File: src/rtl/register_file.sv
// 8x32 register file: two combinational read ports, one synchronous write port.
// Optional write-to-read forwarding is enabled by defining REG_FILE_BYPASS_EN.
module register_file #(
    parameter int unsigned DATA_W = 32,
    parameter int unsigned ADDR_W = 3
) (
    input  logic [ADDR_W-1:0] ra1,
    input  logic [ADDR_W-1:0] ra2,
    input  logic [ADDR_W-1:0] wa,
    output logic [DATA_W-1:0] rd1,
    output logic [DATA_W-1:0] rd2,
    input  logic [DATA_W-1:0] wd,
    input  logic              we,
    input  logic              clk,
    input  logic              rst
);

    localparam int unsigned DEPTH = 2 ** ADDR_W;

    logic [DATA_W-1:0] mem_q [DEPTH];
    logic [DATA_W-1:0] mem_d [DEPTH];

    // An unknown we evaluates false here, so no entry is disturbed by it.
    always_comb begin
        mem_d = mem_q;
        if (we) begin
            mem_d[wa] = wd;
        end
    end

    always_ff @(posedge clk) begin
        if (rst) begin
            for (int unsigned i = 0; i < DEPTH; i++) begin
                mem_q[i] <= '0;
            end
        end else begin
            mem_q <= mem_d;
        end
    end

`ifdef REG_FILE_BYPASS_EN
    always_comb begin
        rd1 = mem_q[ra1];
        rd2 = mem_q[ra2];
        if (we && !rst && (ra1 == wa)) begin
            rd1 = wd;
        end
        if (we && !rst && (ra2 == wa)) begin
            rd2 = wd;
        end
    end
`else
    always_comb begin
        rd1 = mem_q[ra1];
        rd2 = mem_q[ra2];
    end
`endif

endmodule

File: config.mk
export PLATFORM = sky130hd
export DESIGN_NAME = register_file
export DESIGN_NICKNAME = d
export VERILOG_FILES = /design/src/rtl/register_file.sv
export SDC_FILE = /design/constraint.sdc
export NUM_CORES = 1
export LEC_CHECK = 0
export ABC_AREA = 1
export CAP_MARGIN = 40
export CORE_MARGIN = 4
export CORE_UTILIZATION = 45
export CTS_CLUSTER_SIZE = 40
export DETAILED_ROUTE_END_ITERATION = 10
export HOLD_SLACK_MARGIN = 0.12
export MAX_ROUTING_LAYER = met4
export PLACE_DENSITY_LB_ADDON = 0.3
export SKIP_CTS_REPAIR_TIMING = 1
export SLEW_MARGIN = 20
export SYNTH_ARGS = -nofsm -noshare
export SYNTH_HDL_FRONTEND = slang
export SYNTH_SLANG_ARGS = --single-unit
File: constraint.sdc
create_clock -name clk -period 1.15 [get_ports clk]
set_input_delay 0.115 -clock clk [delete_from_list [all_inputs] [get_ports clk]]
set_output_delay 0.115 -clock clk [all_outputs]
set_load 0.02 [all_outputs]
# ---- After elaboration in Yosys (flattened, before gate mapping)
# Cells that the tools add are included.
dict set report word_totals {
  output_inout_bits 64
  ff_bits 256
  wordCells 25
  inputBits 44
}
dict set report classes {
  magnitude_cmp 4
  bitwise 3
  n_mux 9
  n_reduce_logical 1
}
# cell n
set op_table {}
lappend op_table {{256-bit bitwise mux} 1}
lappend op_table {{32-bit binary-select mux with 3-bit select} 2}
lappend op_table {{32-bit 2-to-1 mux} 5}
lappend op_table {{32-bit demux with 3-bit select} 1}
lappend op_table {{4-bit >= comparator (second input constant)} 3}
lappend op_table {{3-bit NOT with 4-bit output} 3}
lappend op_table {{4-bit by 1-bit < comparator with 1-bit output (second input constant)} 1}
lappend op_table {{1-bit logical AND} 1}

# ---- Logic depth before layout (Yosys ltp)
# Gate-level depths: netlist of run 1.
dict set report depth {
  depth_word 6
  mapped_depth 8
  ltp_nobuf 6
}

# ---- Least setup slack after synthesis of run 1
# No wires, ideal clock.
dict set report synth_timing {
  kind {input to output}
  startpoint {input port ra1[2]}
  endpoint {output port rd1[10]}
  n_path_buf 2
  path_stages 5
  arrival_time_ns 0.861
  setup_slack_ns 0.174
  t_required_ns 1.035
  cell_sequence {clkbuf_1 inv_1 buf_1 nand2_1 nand2_1}
}
dict set report synth_between {
  elab_chain_len 4
}
# element line_no
set synth_lines {}
lappend synth_lines {{start: declaration} 7} ;# input logic [ADDR_W-1:0] ra1,
lappend synth_lines {{3-bit NOT with 4-bit output (not written as such)} 54} ;# rd1 = mem_q[ra1];
lappend synth_lines {{32-bit binary-select mux with 3-bit select} 54}
lappend synth_lines {{32-bit 2-to-1 mux (not written as such) (2 in a row)} 54}
lappend synth_lines {{end: declaration} 10} ;# output logic [DATA_W-1:0] rd1,
# Every way passes these cells. The select of a mux whose other input is x is not followed.

# ---- Final worst setup path of run 1
dict set report layout_timing {
  startpoint {register mem_q[212] (netlist name)}
  endpoint {output port rd2[20]}
}
dict set report layout_between {
  elab_chain_len 3
}
# element line_no
set layout_lines {}
lappend layout_lines {{start: declaration} 20} ;# logic [DATA_W-1:0] mem_q [DEPTH];
lappend layout_lines {{start signal: assignment} 37} ;# mem_q <= mem_d;
lappend layout_lines {{32-bit binary-select mux with 3-bit select} 55} ;# rd2 = mem_q[ra2];
lappend layout_lines {{32-bit 2-to-1 mux (not written as such) (2 in a row)} 55}
lappend layout_lines {{end: declaration} 11} ;# output logic [DATA_W-1:0] rd2,
# Every way passes these cells. The select of a mux whose other input is x is not followed.

==> impl_metrics.json, run 1 <==
{
  "worst_pin_slew_ns": 0.4619,
  "routabilityCongestion": 0.9151,
  "reg2reg_depth": 3,
  "placementRows": 66,
  "antenna_cells": 0,
  "postLayoutCellArea_sq_um": 19310,
  "syn_avg_cell_area_sq_um": 5.738,
  "synth-seq-area-share_pct": 34.70,
  "ys_types": 19,
  "largest_register_ffs": 256,
  "path_class": "reg2out",
  "maxCapViolations": 0,
  "cts_tree": "built",
  "final_layout_size_suffix_gt1_share_pct": 36.50,
  "drtPass1Iterations": 7,
  "hold_path_depth": 5,
  "multiInputGateArea_sq_um": 8541,
  "antenna_found_initial": 0,
  "yosys_warnings": 0,
  "setup_viol_count_final": 64,
  "drt_iter0_drc": 1547,
  "min-delay-start": "wa[0]",
  "fmax_mhz": 640.6,
  "port_buffers": 107,
  "synth_edf_count": 0,
  "failed_checks": "setup timing",
  "finClkSkew_ns": 0,
  "grt_start_max_net_pins": 67,
  "core_sq_um": 32450,
  "required_ns": 1.03,
  "holdCritPathClass": "in2reg",
  "r2r_end": "mem_q[236]",
  "drc": 0,
  "ctsLongestPathBuffers": 3,
  "dp_hpwl_mm": 34.01,
  "dieHeight_um": 189.2,
  "cp_data_arrival_time_ns": 1.45,
  "setup_ws_ns": -0.4110,
  "p_leak_nw": 9.170,
  "grt_pass1_wl_mm": 84.50,
  "drt-wirelength-per-cell_um": 17.39,
  "synth_flop_cell": "dfxtp_1",
  "nets": 2692,
  "htree_levels": 1,
  "largest_registers": "mem_q x256",
  "tritoncts.num_buffers": 29,
  "fill_cells": 3042,
  "yosysTopAreaCell": "dfxtp_1",
  "rsz0062_at_grt": "true",
  "io_pins": 108,
  "crit-reg2reg-launch": "mem_q[236]",
  "cp_max_fo": 2,
  "relSlewSlack_pct": 69.11,
  "cts.clk_slew.worst_paths_ns": 0.06,
  "hold_end": "mem_q[248]",
  "track_usage_pct": 29.66,
  "status": "finished, violations left",
  "post-route-period-util_pct": 135.7,
  "routed_wl_mm": 54.13,
  "power_per_cell_area_nw_per_um2": 1322,
  "synth_nets": 2618,
  "synth_area_leaders": "dfxtp_1 (35%), nand2_1 (21%), nor2_1 (13%)",
  "postSynth.asyncResetShare_pct": 0,
  "netlist_top_cells_count": "nand2_1 (833), nor2_1 (513), inv_1 (264)",
  "overflow": 0,
  "instances_no_fill": 3113,
  "antenna_left": 0,
  "clockRootBuffer": "clkbuf_16",
  "cts_sinks": 256,
  "ff_latch_area_sq_um": 5436,
  "yosysTopAreaCellShare_pct": 34.70,
  "initial_core_util_pct": 45.51,
  "period_needed_ns": 1.561,
  "hold_viol_final": 0,
  "die_area_sq_um": 35780,
  "placed_cell_area_sq_um": 16880,
  "syn_to_final_growth_pct": 30.73,
  "clk-insertion-delay-late_ns": 0.55,
  "syn_area_sq_um": 14770,
  "ir_drop_v": 0.001070,
  "syn-instance-count": 2574,
  "regMostFlops": "mem_q",
  "die_w_um": 189.2,
  "grt_pass1_vias": 15960,
  "r2r_slack_ns": 0.37,
  "fin_util_pct": 59.49,
  "vias": 16620,
  "post-synth-top-count-cell": "nand2_1",
  "start_kind": "flip-flop",
  "synth_seq_cells": 256,
  "dp_cells": 3055,
  "vias_per_cell": 5.339,
  "slew_violations": 0,
  "cp-end-kind": "output port"
}
==> worst max-delay path by stage <==
stage | from | slack [ns] | endpoint | cells past startpoint
after global routing | mem_q[152] | -0.50 | rd2[24] | 7
final | mem_q[212] | -0.41 | rd2[20] | 7
after detailed placement | ra2[1] | -0.62 | rd2[17] | 8
after global placement | ra2[1] | -0.63 | rd2[12] | 8
after floorplan | ra1[2] | 0.17 | rd1[10] | 5
after CTS | mem_q[180] | -0.96 | rd2[20] | 7
==> per-stage QoR <==
stage	hold WS (ns)	power [mW]	setup TNS [ns]	setup WS (ns)
after floorplan	0.2499	12.10	0	0.1744
after global placement	0.4626	13.84	-142.08	-0.6346
after detailed placement	0.4709	13.90	-149.03	-0.6202
after CTS	0.3237	24.97	-56.79	-0.9600
after global routing	0.2223	26.41	-27.09	-0.4981
final	0.2122	25.53	-23.07	-0.4110
==> critical path, cell delays in order, from the launching register on <==
cell	delay, ns
dfxtp_2	0.33
inv_2	0.04
nand2_2	0.06
nand3_2	0.07
nand2_1	0.07
nand2_1	0.06
nand2_2	0.13
buf_6	0.13
==> layout make-up <==
class                           count  area share (%)
Inverter                          276           5.418
Clock inverter                     14           1.562
Tap cell                          442           2.864
Sequential cell                   256           28.16
Timing Repair Buffer              215           13.32
Multi-Input combinational cell   1870           44.24
Clock buffer                       40           4.439
==> layer usage <==
layer  vias to the layer above  wire, um  GRT usage [%]
met5                         -         0              -
li1                       7996         -              -
met3                       198      4786          3.945
met1                      7594     22040          37.69
met4                         0      2441          12.50
met2                       831     24870          47.80
==> report_power, final <==
group / switching [mW] / leakage (nW) / total (mW) / internal, mW
combinational: 3.05 / 6.41 / 4.92 / 1.87
sequential: 0.196 / 2.20 / 9.43 / 9.24
clock: 3.97 / 0.568 / 11.2 / 7.20
total: 7.22 / 9.17 / 25.5 / 18.3
==> cell families after synthesis <==
kind of cell,after synthesis,share of synthesized area (%)
simple gates,1614,43.49
buf+inv,448,13.13
flops,256,34.70
compound gates,256,8.675
==> placed cells by master, fill, tap and decap left out, types with 4 or more instances in the layout <==
master / instances
nand3_2: 68
nand3_1: 188
dfxtp_2: 249
o21ai_0: 234
o21ai_1: 22
dfxtp_1: 7
buf_12: 50
clkbuf_8: 9
nor2_1: 513
nand2_1: 639
clkdlybuf4s50_1: 33
nand2_2: 199
clkbuf_16: 29
buf_4: 60
clkinv_2: 5
buf_2: 4
bufinv_16: 9
inv_2: 217
buf_6: 64
dlymetal6s2s_1: 4
inv_1: 54
(Power assumes the default switching activity.)
==> run 2: changes to the inputs <==
==> constraint.sdc (replaced) <==
create_clock -name clk -period 1.8 [get_ports clk]
set_input_delay 0.18 -clock clk [delete_from_list [all_inputs] [get_ports clk]]
set_output_delay 0.18 -clock clk [all_outputs]
set_load 0.02 [all_outputs]
==> run 2 against run 1 <==
Compared with the run above: the flow now finishes without violations; sequential cell count unchanged; critical path type unchanged; worst hold slack better by 0.18 ns; first-iteration DRC count down 1.8%; register-to-register slack better by 0.73 ns; utilization down 5.3 points; largest cell class unchanged; highest routed layer unchanged; clock power down 44%; critical path depth unchanged; design area down 8.8%; cell count down 0.39%; clock skew unchanged; non-clock buffer count down 15.
==> impl_metrics.json, run 2 (synthesis results as in run 1) <==
{
  "cp-end-kind": "output port",
  "io_pins": 108,
  "routed_wl_mm": 53.40,
  "met1_usage_pct": 37.66,
  "cts.clk_slew.worst_paths_ns": 0.06,
  "die_w_um": 189.2,
  "slew_violations": 0,
  "grt.busiest_layer": "met2",
  "setup_tns_ns": 0,
  "crit_top_cell": "nand2_1",
  "regMostFlops": "mem_q",
  "initial_core_util_pct": 45.51,
  "hold_viol_final": 0,
  "reg2reg_depth": 2,
  "post-route-period-util_pct": 96.82,
  "status": "finished, final reports clean",
  "antenna_left": 0,
  "vias": 16400,
  "core_sq_um": 32450,
  "period_needed_ns": 1.743,
  "routabilityCongestion": 0.9180,
  "final_cell_mix": "nand2_1 (829), nor2_1 (513), inv_1 (262), nand3_1 (256), dfxtp_1 (256)",
  "total_power_mw": 15.00,
  "start_kind": "flip-flop",
  "dieHeight_um": 189.2,
  "setup_viol_count_final": 0,
  "r2r_end": "mem_q[31]",
  "drc": 0,
  "dp_hpwl_mm": 32.96,
  "worst_pin_slew_ns": 0.4453,
  "maxCapViolations": 0,
  "final_common_cell": "nand2_1",
  "cp_slowest_cell": "dfxtp_1",
  "placementRows": 66,
  "crit-reg2reg-launch": "mem_q[31]",
  "relSlewSlack_pct": 70.22,
  "min-delay-start": "wd[3]",
  "ctsLongestPathBuffers": 3,
  "hold_end": "mem_q[3]",
  "r2r_slack_ns": 1.10,
  "track_usage_pct": 30.00,
  "fmax_mhz": 573.8,
  "largest_register_ffs": 256,
  "cts_tree": "built",
  "hold_path_depth": 3,
  "power_per_cell_area_nw_per_um2": 852.1,
  "p_leak_nw": 8.847,
  "drt_iter0_drc": 1519,
  "final_layout_size_suffix_gt1_share_pct": 8.468,
  "postLayoutCellArea_sq_um": 17600,
  "cp_data_arrival_time_ns": 1.56,
  "drtPass1Iterations": 6,
  "overflow": 0,
  "holdCritPathClass": "in2reg",
  "antenna_found_initial": 2,
  "clk-insertion-delay-late_ns": 0.57,
  "grt_pass1_vias": 15730,
  "drt-wirelength-per-cell_um": 17.22,
  "fill_cells": 3213,
  "tritoncts.num_buffers": 30,
  "required_ns": 1.62,
  "grtUsageMet3_pct": 5.328,
  "crit_family": "simple AND/OR/NAND/NOR gates",
  "port_buffers": 107,
  "use_met2_pct": 48.45,
  "placed_cell_area_sq_um": 16730,
  "grt_pass1_wl_mm": 84.20,
  "path_class": "reg2out",
  "crit_path_start": "mem_q[129]",
  "cts_sinks": 256,
  "largest_registers": "mem_q x256",
  "ir_drop_v": 0.0006920,
  "cp_slowest_stage_delay_ns": 0.34,
  "die_area_sq_um": 35780,
  "grt_start_max_net_pins": 71,
  "htree_levels": 1,
  "crit_path_cell_trace": "inv_1 > nand2_1 > nand3_1 > nand2_1 > nand2_1 > nand2_1 > dlymetal6s2s_1",
  "cp_max_fo": 2,
  "syn_to_final_growth_pct": 19.17,
  "path_buf_inv": 2,
  "nets": 2678,
  "clockRootBuffer": "clkbuf_16",
  "finClkSkew_ns": 0,
  "vias_per_cell": 5.290
}
-- run 2: cell types whose count changed in the layout (fill, tap and decap cells not counted), sizes merged --
cell / change
buf: -61
clkbuf: +37
dlymetal6s2s: +12
bufinv: -7
clkdlybuf4s50: +4
clkinv: +2
diode: +2
clkinvlp: -1
-- run 2: worst max-delay path by stage --
stage / endpoint / slack, ns / depth (start not counted)
after floorplan: rd1[10] / 0.69 / 5
after global placement: rd2[24] / -0.11 / 8
after detailed placement: rd1[18] / -0.11 / 9
after CTS: rd1[6] / -0.42 / 7
after global routing: rd2[24] / -0.005 / 7
final: rd2[1] / 0.06 / 7
-- run 2: final cells by class --
class	count	area [sq um]	area share, %
clock inverter	8	107.6	0.6114
timing repair buffer	200	2135	12.13
sequential	256	5125	29.12
clock buffer	47	914.6	5.197
antenna	2	5.005	0.02844
multi-input combinational	1870	7715	43.83
tap	442	553.0	3.142
inverter	276	1046	5.943
-- run 2: power breakdown --
group / switching [mW] / internal [mW] / leakage [nW]
sequential: 0.0976 / 5.87 / 2.08
clock: 2.53 / 3.76 / 0.507
combinational: 1.78 / 0.964 / 6.26
-- run 2: tightest hold or removal path: cells and delay by family --
kind          cells  cell delay [ns]
simple gates      2             0.20
buf+inv           1             0.54
-- run 2: metrics by stage --
stage	util (%)	instances	setup WS, ns	hold WS [ns]
after global routing	54.23	3101	-0.004936	0.4170
after global placement	51.56	3044	-0.1140	0.4618
final	54.23	3101	0.05716	0.3932
after detailed placement	51.56	3044	-0.1121	0.4712
after floorplan	-	2574	0.6944	0.3149
after CTS	54.71	3099	-0.4185	0.3704
-- run 2: per-layer routing --
metal | wire length, um | up-vias
li1 | - | 7956
met1 | 21630 | 7454
met2 | 24080 | 858
met3 | 5700 | 136
met4 | 1986 | 0
met5 | 0 | -
